<file path="src/rtl/lr_shift_pkg.sv">
// ============================================================================
// Module   : lr_shift_pkg
// Purpose  : Direction and state encodings shared by the word serializer and
//            the receiving left/right shift stage.
// Revision : 1.0 - initial release
// ============================================================================
`default_nettype none

package lr_shift_pkg;

    localparam logic DIR_MSB_FIRST = 1'b0;
    localparam logic DIR_LSB_FIRST = 1'b1;

    localparam logic [0:0] ST_IDLE  = 1'b0;
    localparam logic [0:0] ST_SHIFT = 1'b1;

endpackage

`default_nettype wire

</file>
<file path="src/rtl/lr_word_hold.sv">
// ============================================================================
// Module   : lr_word_hold
// Purpose  : Single-entry data+direction skid register in front of the shifter.
// Revision : 1.0 - initial release
// ============================================================================
`default_nettype none

module lr_word_hold
    import lr_shift_pkg::*;
#(
    parameter int WIDTH = 8
) (
    input  logic             clk,
    input  logic             rst,
    input  logic [WIDTH-1:0] in_data,
    input  logic             in_dir,
    input  logic             push,
    input  logic             pop,
    output logic [WIDTH-1:0] hold_data,
    output logic             hold_dir,
    output logic             hold_full,
    output logic             in_ready
);

    logic [WIDTH-1:0] r_data;
    logic             r_dir;
    logic             r_full;

    // push only happens while empty and pop only while full, so they never collide
    always_ff @(posedge clk) begin
        if (rst) begin
            r_data <= '0;
            r_dir  <= DIR_MSB_FIRST;
            r_full <= 1'b0;
        end else if (push) begin
            r_data <= in_data;
            r_dir  <= in_dir;
            r_full <= 1'b1;
        end else if (pop) begin
            r_full <= 1'b0;
        end
    end

    assign hold_data = r_data;
    assign hold_dir  = r_dir;
    assign hold_full = r_full;
    assign in_ready  = !r_full;

endmodule

`default_nettype wire

</file>
<file path="src/rtl/lr_word_serializer.sv">
// ============================================================================
// Module   : lr_word_serializer
// Purpose  : Parallel-to-serial shifter with per-word direction and framing.
// Revision : 1.0 - initial release
// ============================================================================
`default_nettype none

module lr_word_serializer
    import lr_shift_pkg::*;
#(
    parameter int WIDTH = 8
) (
    input  logic             clk,
    input  logic             rst,
    input  logic [WIDTH-1:0] in_data,
    input  logic             in_dir,
    input  logic             in_valid,
    output logic             in_ready,
    input  logic             so_en,
    output logic             so,
    output logic             so_valid,
    output logic             so_first,
    output logic             so_last
);

    localparam int                c_cnt_w = $clog2(WIDTH);
    localparam logic [c_cnt_w-1:0] c_last = c_cnt_w'(WIDTH - 1);
    localparam logic [c_cnt_w-1:0] c_one  = c_cnt_w'(1);

    logic [0:0]         r_state;
    logic [WIDTH-1:0]   r_sreg;
    logic               r_dir;
    logic [c_cnt_w-1:0] r_cnt;
    logic               r_so;
    logic               r_so_valid;
    logic               r_so_first;
    logic               r_so_last;

    logic [WIDTH-1:0]   w_hold_data;
    logic               w_hold_dir;
    logic               w_hold_full;
    logic               w_xfer;
    logic               w_frame_end;
    logic               w_push;
    logic               w_pop;
    logic [WIDTH-1:0]   w_ld_data;
    logic               w_ld_dir;
    logic               w_ld_bit;
    logic               w_nxt_bit;

    assign w_xfer      = in_valid && in_ready;
    assign w_frame_end = (r_state == ST_SHIFT) && so_en && (r_cnt == c_last);
    // a word arriving exactly at the frame boundary bypasses the hold register
    assign w_push      = w_xfer && (r_state == ST_SHIFT) && !w_frame_end;
    assign w_pop       = w_frame_end && w_hold_full;

    assign w_ld_data = w_hold_full ? w_hold_data : in_data;
    assign w_ld_dir  = w_hold_full ? w_hold_dir  : in_dir;
    assign w_ld_bit  = (w_ld_dir == DIR_LSB_FIRST) ? w_ld_data[0] : w_ld_data[WIDTH-1];
    assign w_nxt_bit = (r_dir == DIR_LSB_FIRST) ? r_sreg[1] : r_sreg[WIDTH-2];

    lr_word_hold #(
        .WIDTH (WIDTH)
    ) u_hold (
        .clk       (clk),
        .rst       (rst),
        .in_data   (in_data),
        .in_dir    (in_dir),
        .push      (w_push),
        .pop       (w_pop),
        .hold_data (w_hold_data),
        .hold_dir  (w_hold_dir),
        .hold_full (w_hold_full),
        .in_ready  (in_ready)
    );

    always_ff @(posedge clk) begin
        if (rst) begin
            r_state    <= ST_IDLE;
            r_sreg     <= '0;
            r_dir      <= DIR_MSB_FIRST;
            r_cnt      <= '0;
            r_so       <= 1'b0;
            r_so_valid <= 1'b0;
            r_so_first <= 1'b0;
            r_so_last  <= 1'b0;
        end else begin
            case (r_state)
                ST_IDLE: begin
                    if (w_xfer) begin
                        r_state    <= ST_SHIFT;
                        r_sreg     <= w_ld_data;
                        r_dir      <= w_ld_dir;
                        r_cnt      <= '0;
                        r_so       <= w_ld_bit;
                        r_so_valid <= 1'b1;
                        r_so_first <= 1'b1;
                        r_so_last  <= 1'b0;
                    end
                end
                ST_SHIFT: begin
                    if (so_en) begin
                        if (r_cnt != c_last) begin
                            r_sreg     <= (r_dir == DIR_LSB_FIRST) ? (r_sreg >> 1) : (r_sreg << 1);
                            r_cnt      <= r_cnt + c_one;
                            r_so       <= w_nxt_bit;
                            r_so_first <= 1'b0;
                            r_so_last  <= ((r_cnt + c_one) == c_last);
                        end else if (w_hold_full || w_xfer) begin
                            r_sreg     <= w_ld_data;
                            r_dir      <= w_ld_dir;
                            r_cnt      <= '0;
                            r_so       <= w_ld_bit;
                            r_so_first <= 1'b1;
                            r_so_last  <= 1'b0;
                        end else begin
                            r_state    <= ST_IDLE;
                            r_cnt      <= '0;
                            r_so       <= 1'b0;
                            r_so_valid <= 1'b0;
                            r_so_first <= 1'b0;
                            r_so_last  <= 1'b0;
                        end
                    end
                end
                default: begin
                    r_state <= ST_IDLE;
                end
            endcase
        end
    end

    assign so       = r_so;
    assign so_valid = r_so_valid;
    assign so_first = r_so_first;
    assign so_last  = r_so_last;

endmodule

`default_nettype wire

</file>
<file path="config.mk">
export PLATFORM = sky130hd
export DESIGN_NAME = lr_word_serializer
export DESIGN_NICKNAME = d
export VERILOG_FILES = /design/src/rtl/lr_shift_pkg.sv /design/src/rtl/lr_word_hold.sv /design/src/rtl/lr_word_serializer.sv
export SDC_FILE = /design/constraint.sdc
export NUM_CORES = 1
export LEC_CHECK = 0
export ABC_AREA = 1
export ABC_CLOCK_PERIOD_IN_PS = 1400
export CAP_MARGIN = 20
export CORE_ASPECT_RATIO = 0.8
export CORE_UTILIZATION = 40
export CTS_BUF_LIST = sky130_fd_sc_hd__clkbuf_16
export CTS_CLUSTER_DIAMETER = 30
export DETAILED_ROUTE_END_ITERATION = 10
export PLACE_DENSITY_LB_ADDON = 0.15
export SLEW_MARGIN = 20
export SYNTH_ARGS = -nofsm -noshare
export SYNTH_HDL_FRONTEND = slang
export SYNTH_SLANG_ARGS = --single-unit
</file>
<file path="constraint.sdc">
create_clock -name clk -period 1.4 [get_ports clk]
set_input_delay 0.28 -clock clk [delete_from_list [all_inputs] [get_ports clk]]
set_output_delay 0.28 -clock clk [all_outputs]
set_load 0.005 [all_outputs]
</file>
# Yosys cells after proc, flatten, opt, wreduce, memory -nomap -nowiden
# Cells that the tools add are included.
# W data, S select, Z words.
dict set report op_classes {
  n_eq_ne 9
  mul 0
  reduce_logical 14
  order_cmp 0
  n_addsub 1
  shifts 0
  n_div 0
  n_bitwise 1
  mux 43
}
# cell count
set ops {}
lappend ops {{$mux W8} 6}
lappend ops {{$mux W1} 26}
lappend ops {{$pmux W8 S2} 1}
lappend ops {{$pmux W1 S2} 6}
lappend ops {{$mux W3} 3}
lappend ops {{$ne A2 B2 Y1 const B} 4}
lappend ops {{$reduce_and A4 Y1} 2}
lappend ops {{$eq A3 B3 Y1 const B} 2}
lappend ops {{$logic_and A1 B1 Y1} 6}
lappend ops {{$pmux W3 S2} 1}
lappend ops {{$add A3 B1 Y3 const B} 1}
lappend ops {{$ne A3 B1 Y1 const B} 1}
lappend ops {{$ne A3 B3 Y1 const B} 1}
lappend ops {{$reduce_and A3 Y1} 1}
lappend ops {{$logic_not A1 Y1} 2}
lappend ops {{$ne A2 B1 Y1 const B} 1}
lappend ops {{$reduce_and A2 Y1} 1}
lappend ops {{$reduce_bool A2 Y1} 1}
lappend ops {{$logic_or A1 B1 Y1} 1}
lappend ops {{$not A1 Y1} 1}
dict set report totals {
  ramBits 0
  n_memories 0
  mem_bits_ro 0
  out_inout_bits 5
  reg_bits 27
  latchBits 0
}

# Logic depth before layout (Yosys ltp)
dict set report logic_depth {
  word_depth 7
  mapped_depth 11
  ltp_nobuf 10
}

# Cells and area by module
# A second synthesis with hierarchy kept.
dict set report unflattened {
  hier_cells 221
  hier_area_um2 1539.0
}
# mod cells_each area_per_inst_um2 n_inst seq_area_each_um2
set by_module_without_submodules {}
lappend by_module_without_submodules {lr_word_serializer 177 1182.4 1 340.3}
lappend by_module_without_submodules {lr_word_hold 44 356.6 1 200.2}

# Worst setup path after synthesis
# OpenSTA, ideal clock, no wires.
dict set report synth_timing {
  kind {flip-flop to flip-flop}
  from {register r_cnt[0]}
  to {register r_sreg[1]}
  slack_ns -0.025
  t_arrival_ns 1.312
  path_stages_with_launch 12
  t_required_ns 1.287
  cell_sequence {dfxtp_1 -> ha_1 -> ha_1 -> nand2_1 -> inv_1 -> nand2_1 -> nand2_2 -> nor2_4 -> buf_6 -> nand2_1 -> nand2_1 -> nor2_1}
}
dict set report synth_via {
  elab_chain_cells 4
  word_cells_on_any_way 6
  classes_between {2 x eq/ne; 3 x mux; 1 x reduce/logical}
}
# element line
set synth_lines {}
lappend synth_lines {{start, declared} lr_word_serializer.sv:33} ;# logic [c_cnt_w-1:0] r_cnt;
lappend synth_lines {{start signal, assigned} lr_word_serializer.sv:105} ;# r_cnt <= r_cnt + c_one;
lappend synth_lines {{$ne A3 B3 Y1 (*)} lr_word_serializer.sv:103} ;# if (r_cnt != c_last) begin
lappend synth_lines {{$mux W8} lr_word_serializer.sv:103}
lappend synth_lines {{$mux W8} lr_word_serializer.sv:102} ;# if (so_en) begin
lappend synth_lines {{$pmux W8 S2} lr_word_serializer.sv:88} ;# case (r_state)
lappend synth_lines {{end signal, assigned} lr_word_serializer.sv:92} ;# r_sreg <= w_ld_data;
lappend synth_lines {{end signal, assigned} lr_word_serializer.sv:104} ;# r_sreg <= (r_dir == DIR_LSB_FIRST) ? (r_sreg >> 1) : (r_sreg << 1);
lappend synth_lines {{end signal, assigned} lr_word_serializer.sv:110} ;# r_sreg <= w_ld_data;
lappend synth_lines {{end, declared} lr_word_serializer.sv:31} ;# logic [WIDTH-1:0] r_sreg;
# Every way passes the cells marked *; elsewhere a longest branch is shown, timed or not. The select of a mux whose other input is x is not followed.
# A chain may end at the register's enable or synchronous reset.

# Worst setup path in the final report
dict set report layout_timing {
  from {register r_cnt[1]}
  to {register r_sreg[7]}
}
# Same word-level chain as after synthesis.

==> metrics.txt <==
IR drop worst, VDD=685 uV; area occupied by registers=around 540 um2; Row Count=18; worst endpoint required time=between 1.5 and 2 ns; maximum number of pins on one net before global-route repair=23; Fill cells=about 320; CTS buffer count=3; average footprint of a synthesized cell=between 6 and 7 um2; most repeated cell in the gate-level netlist after synthesis=sky130_fd_sc_hd__nand2_1; Placement Cell Area=1770 um2; post-CTS repair timing setup buffer count=0; worst hold path class=reg -> reg; die boundary height=55.1 um; total overflow reported by the global router=0; Tightest Pin Transition=0.249 ns; post-DP HPWL=around 2200 um; Startpoint Class=register; DRC marker count from the first detailed-route iteration=between 100 and 150; TritonCTS clock tree=yes; count of vias placed by the detailed router=1,426; part of the cycle the worst path needs=102%; register area share after synthesis=38.4%; Cell Pwr Density=roughly 1100 nW/um2; total of buffers placed on input and output ports=17; top cell type by total area after synthesis=sky130_fd_sc_hd__dfxtp_1; Design Area, Final=1940 um2; distinct cell type count after synthesis=20; number of nets in the final layout=between 200 and 300; average routed wire per standard cell=11.1 um; diodes inserted=0; Top Ports=18; area of combinational cells with multiple inputs=between 800 and 900 um2; synth top area cells=sky130_fd_sc_hd__dfxtp_1, sky130_fd_sc_hd__nand2_1, sky130_fd_sc_hd__nor2_1, sky130_fd_sc_hd__nand3_1, sky130_fd_sc_hd__o21ai_0; Worst Setup Path Type=reg -> reg; vias in the first global route=1,215; die outline width=between 60 and 70 um; starting utilization of the core area=43.7%; post-route setup slack=-0.0318 ns; LEAKAGE=0.000937 uW; clock transition time at the flip-flop clock pins of the worst setup and hold paths=0.07 ns; post-DR vias/cell=around 4.7; Max Buffers Root-to-Sink=2; number of slew-limit violations in the final report=0; worst-skew pair later-pin latency=0.26 ns; number of iterations in the first detailed-routing pass=4; global router's overall resource usage=19.0%; die outline area=3760 um2; number of standard cells in the final layout excluding fillers=302; FMAX=698 MHz; Worst Skew=0.00553 ns; core footprint=3220 um2; Clock Tree Root=sky130_fd_sc_hd__clkbuf_16; Yosys warning total=0; clock net sink count=27; antenna violations before repair=0; largest fanout on the critical path=8; Seq cells post-synth=27; Primary FF master, synth=sky130_fd_sc_hd__dfxtp_1; status=finished, violations left; final cell utilization of the core=roughly 60%; RSZ-0062 raised after global routing=true; Final Hold Vio Count=0; worst endpoint data arrival time=1.59 ns; DRC=0; proportion of register bits with asynchronous set or reset after synthesis=0%; type of destination of the critical path=register; slew margin rel.=between 80% and 90%; Max Cap Violations=0; area share of the largest cell type after synthesis=38.4%; netlist area before placement=1410 um2; area added between synthesis and finish=37.5%; fin crit period=1.43 ns; Post-Synthesis Cells=227; placer's final routability congestion estimate=0.755; final number of setup-violating endpoints=8; internal reg-to-reg setup slack=-0.03 ns; violated checks=setup timing; Setup Slack @ Placement=-0.189 ns; Total Power Consumption=2070 uW; wire length of the first global-routing pass=5260 um; CTS Hold Bufs=0; most used standard cells in the synthesized netlist=sky130_fd_sc_hd__nand2_1, sky130_fd_sc_hd__nor2_1, sky130_fd_sc_hd__dfxtp_1; level count of the clock H-tree=1; share of post-route cells with drive strength above 1=between 15 and 20%; nets in the synthesized netlist=around 240; Routed Wire Length=3370 um; residual antenna-violating net count after detailed routing=0; number of instances in the placed design=between 200 and 300; EDFF count, synth=0
-- cells in the final DEF (no fill, tap or decap), types with 2 or more instances in the layout --
| cell | synthesis | layout |
|---|---|---|
| sky130_fd_sc_hd__a21oi_1 | 9 | 9 |
| sky130_fd_sc_hd__nand3_1 | 16 | 16 |
| sky130_fd_sc_hd__nor2_1 | 39 | 35 |
| sky130_fd_sc_hd__nand2_1 | 86 | 79 |
| sky130_fd_sc_hd__nor2_2 | 1 | 4 |
| sky130_fd_sc_hd__dfxtp_1 | 27 | 24 |
| sky130_fd_sc_hd__nor2_4 | 1 | 2 |
| sky130_fd_sc_hd__buf_12 | 0 | 2 |
| sky130_fd_sc_hd__buf_4 | 1 | 18 |
| sky130_fd_sc_hd__o21ai_0 | 14 | 14 |
| sky130_fd_sc_hd__clkdlybuf4s50_1 | 0 | 14 |
| sky130_fd_sc_hd__dfxtp_2 | 0 | 3 |
| sky130_fd_sc_hd__dlymetal6s2s_1 | 0 | 2 |
| sky130_fd_sc_hd__inv_2 | 2 | 3 |
| sky130_fd_sc_hd__inv_1 | 15 | 14 |
| sky130_fd_sc_hd__ha_4 | 0 | 2 |
| sky130_fd_sc_hd__nand2_2 | 3 | 9 |
| sky130_fd_sc_hd__clkbuf_16 | 0 | 4 |
-- flip-flops by register name (all words and copies together) (netlist names) --
| name | count |
|---|---|
| r_sreg | 8 |
| u_hold.hold_data | 8 |
| r_cnt | 3 |
| r_dir | 1 |
| r_state | 1 |
| so | 1 |
| so_first | 1 |
| so_last | 1 |
| so_valid | 1 |
| u_hold.hold_dir | 1 |
| u_hold.hold_full | 1 |
-- cell type report --
cell class	count	area share [%]
Multi-Input combinational cell	174	42.1
Sequential cell	27	28.1
Timing Repair Buffer	39	19.6
Clock buffer	3	3.88
Inverter	18	3.49
Tap cell	40	2.59
Clock inverter	1	0.259
-- worst max-delay path, stage by stage, from the launching register on --
cell and delay, ns:
sky130_fd_sc_hd__dfxtp_2 0.34, sky130_fd_sc_hd__ha_4 0.16, sky130_fd_sc_hd__ha_4 0.17, sky130_fd_sc_hd__nand2_2 0.06, sky130_fd_sc_hd__inv_2 0.04, sky130_fd_sc_hd__nand2_2 0.06, sky130_fd_sc_hd__nand2_2 0.07, sky130_fd_sc_hd__nor2_4 0.16
sky130_fd_sc_hd__buf_12 0.15, sky130_fd_sc_hd__nand2_1 0.05, sky130_fd_sc_hd__nand2_1 0.05, sky130_fd_sc_hd__nor2_1 0.03
-- timing repair --
item / 4_1_cts / 5_1_grt
resized for setup: 5 / 17
setup endpoints to repair: 9 / 16
gates cloned: 0 / 2
pin swaps: 0 / 3
-- kinds of logic after synthesis --
logic type | after synthesis | share of synthesized area [%]
AOI/OAI and AO/OA | 24 | 8.71
adders and majority gates | 3 | 2.67
buffers and inverters | 26 | 8.18
DFF | 27 | 38.4
and+or+nand+nor | 147 | 42.0
-- path summary, 6_finish.rpt --
check | cells after the start | start | to
setup / recovery | 11 | r_cnt[1]$_SDFFE_PP0P_ | r_sreg[7]$_SDFFE_PP0P_
hold / removal | 2 | so_first$_SDFFE_PP0P_ | so_first$_SDFFE_PP0P_
setup reg to reg | 11 | r_cnt[1]$_SDFFE_PP0P_ | r_sreg[7]$_SDFFE_PP0P_
hold reg to reg | 2 | so_first$_SDFFE_PP0P_ | so_first$_SDFFE_PP0P_
-- stage by stage --
stage	setup TNS (ns)	hold WS, ns
final	-0.226	0.465
after global routing	-1.02	0.475
after CTS	0	0.467
after detailed placement	-3.05	0.455
after global placement	-2.96	0.452
after floorplan	0	0.349
-- routing by layer --
metal	global-route usage, %	vias to the layer above	share of wire, %
met5	0	-	0
met4	3.13	0	0.42
met3	4.51	2	3.5
met2	32.7	23	45
met1	24.5	629	51
li1	-	772	-
-- power by group --
group / internal [uW] / switching [uW] / leakage (uW) / total [uW]
Combinational: 249 / 269 / 0.000673 / 518
Sequential: 843 / 51.7 / 0.000224 / 895
Clock: 386 / 274 / 0.0000409 / 660
Total: 1480 / 595 / 0.000937 / 2070
Power figures use the tool's default switching activity.
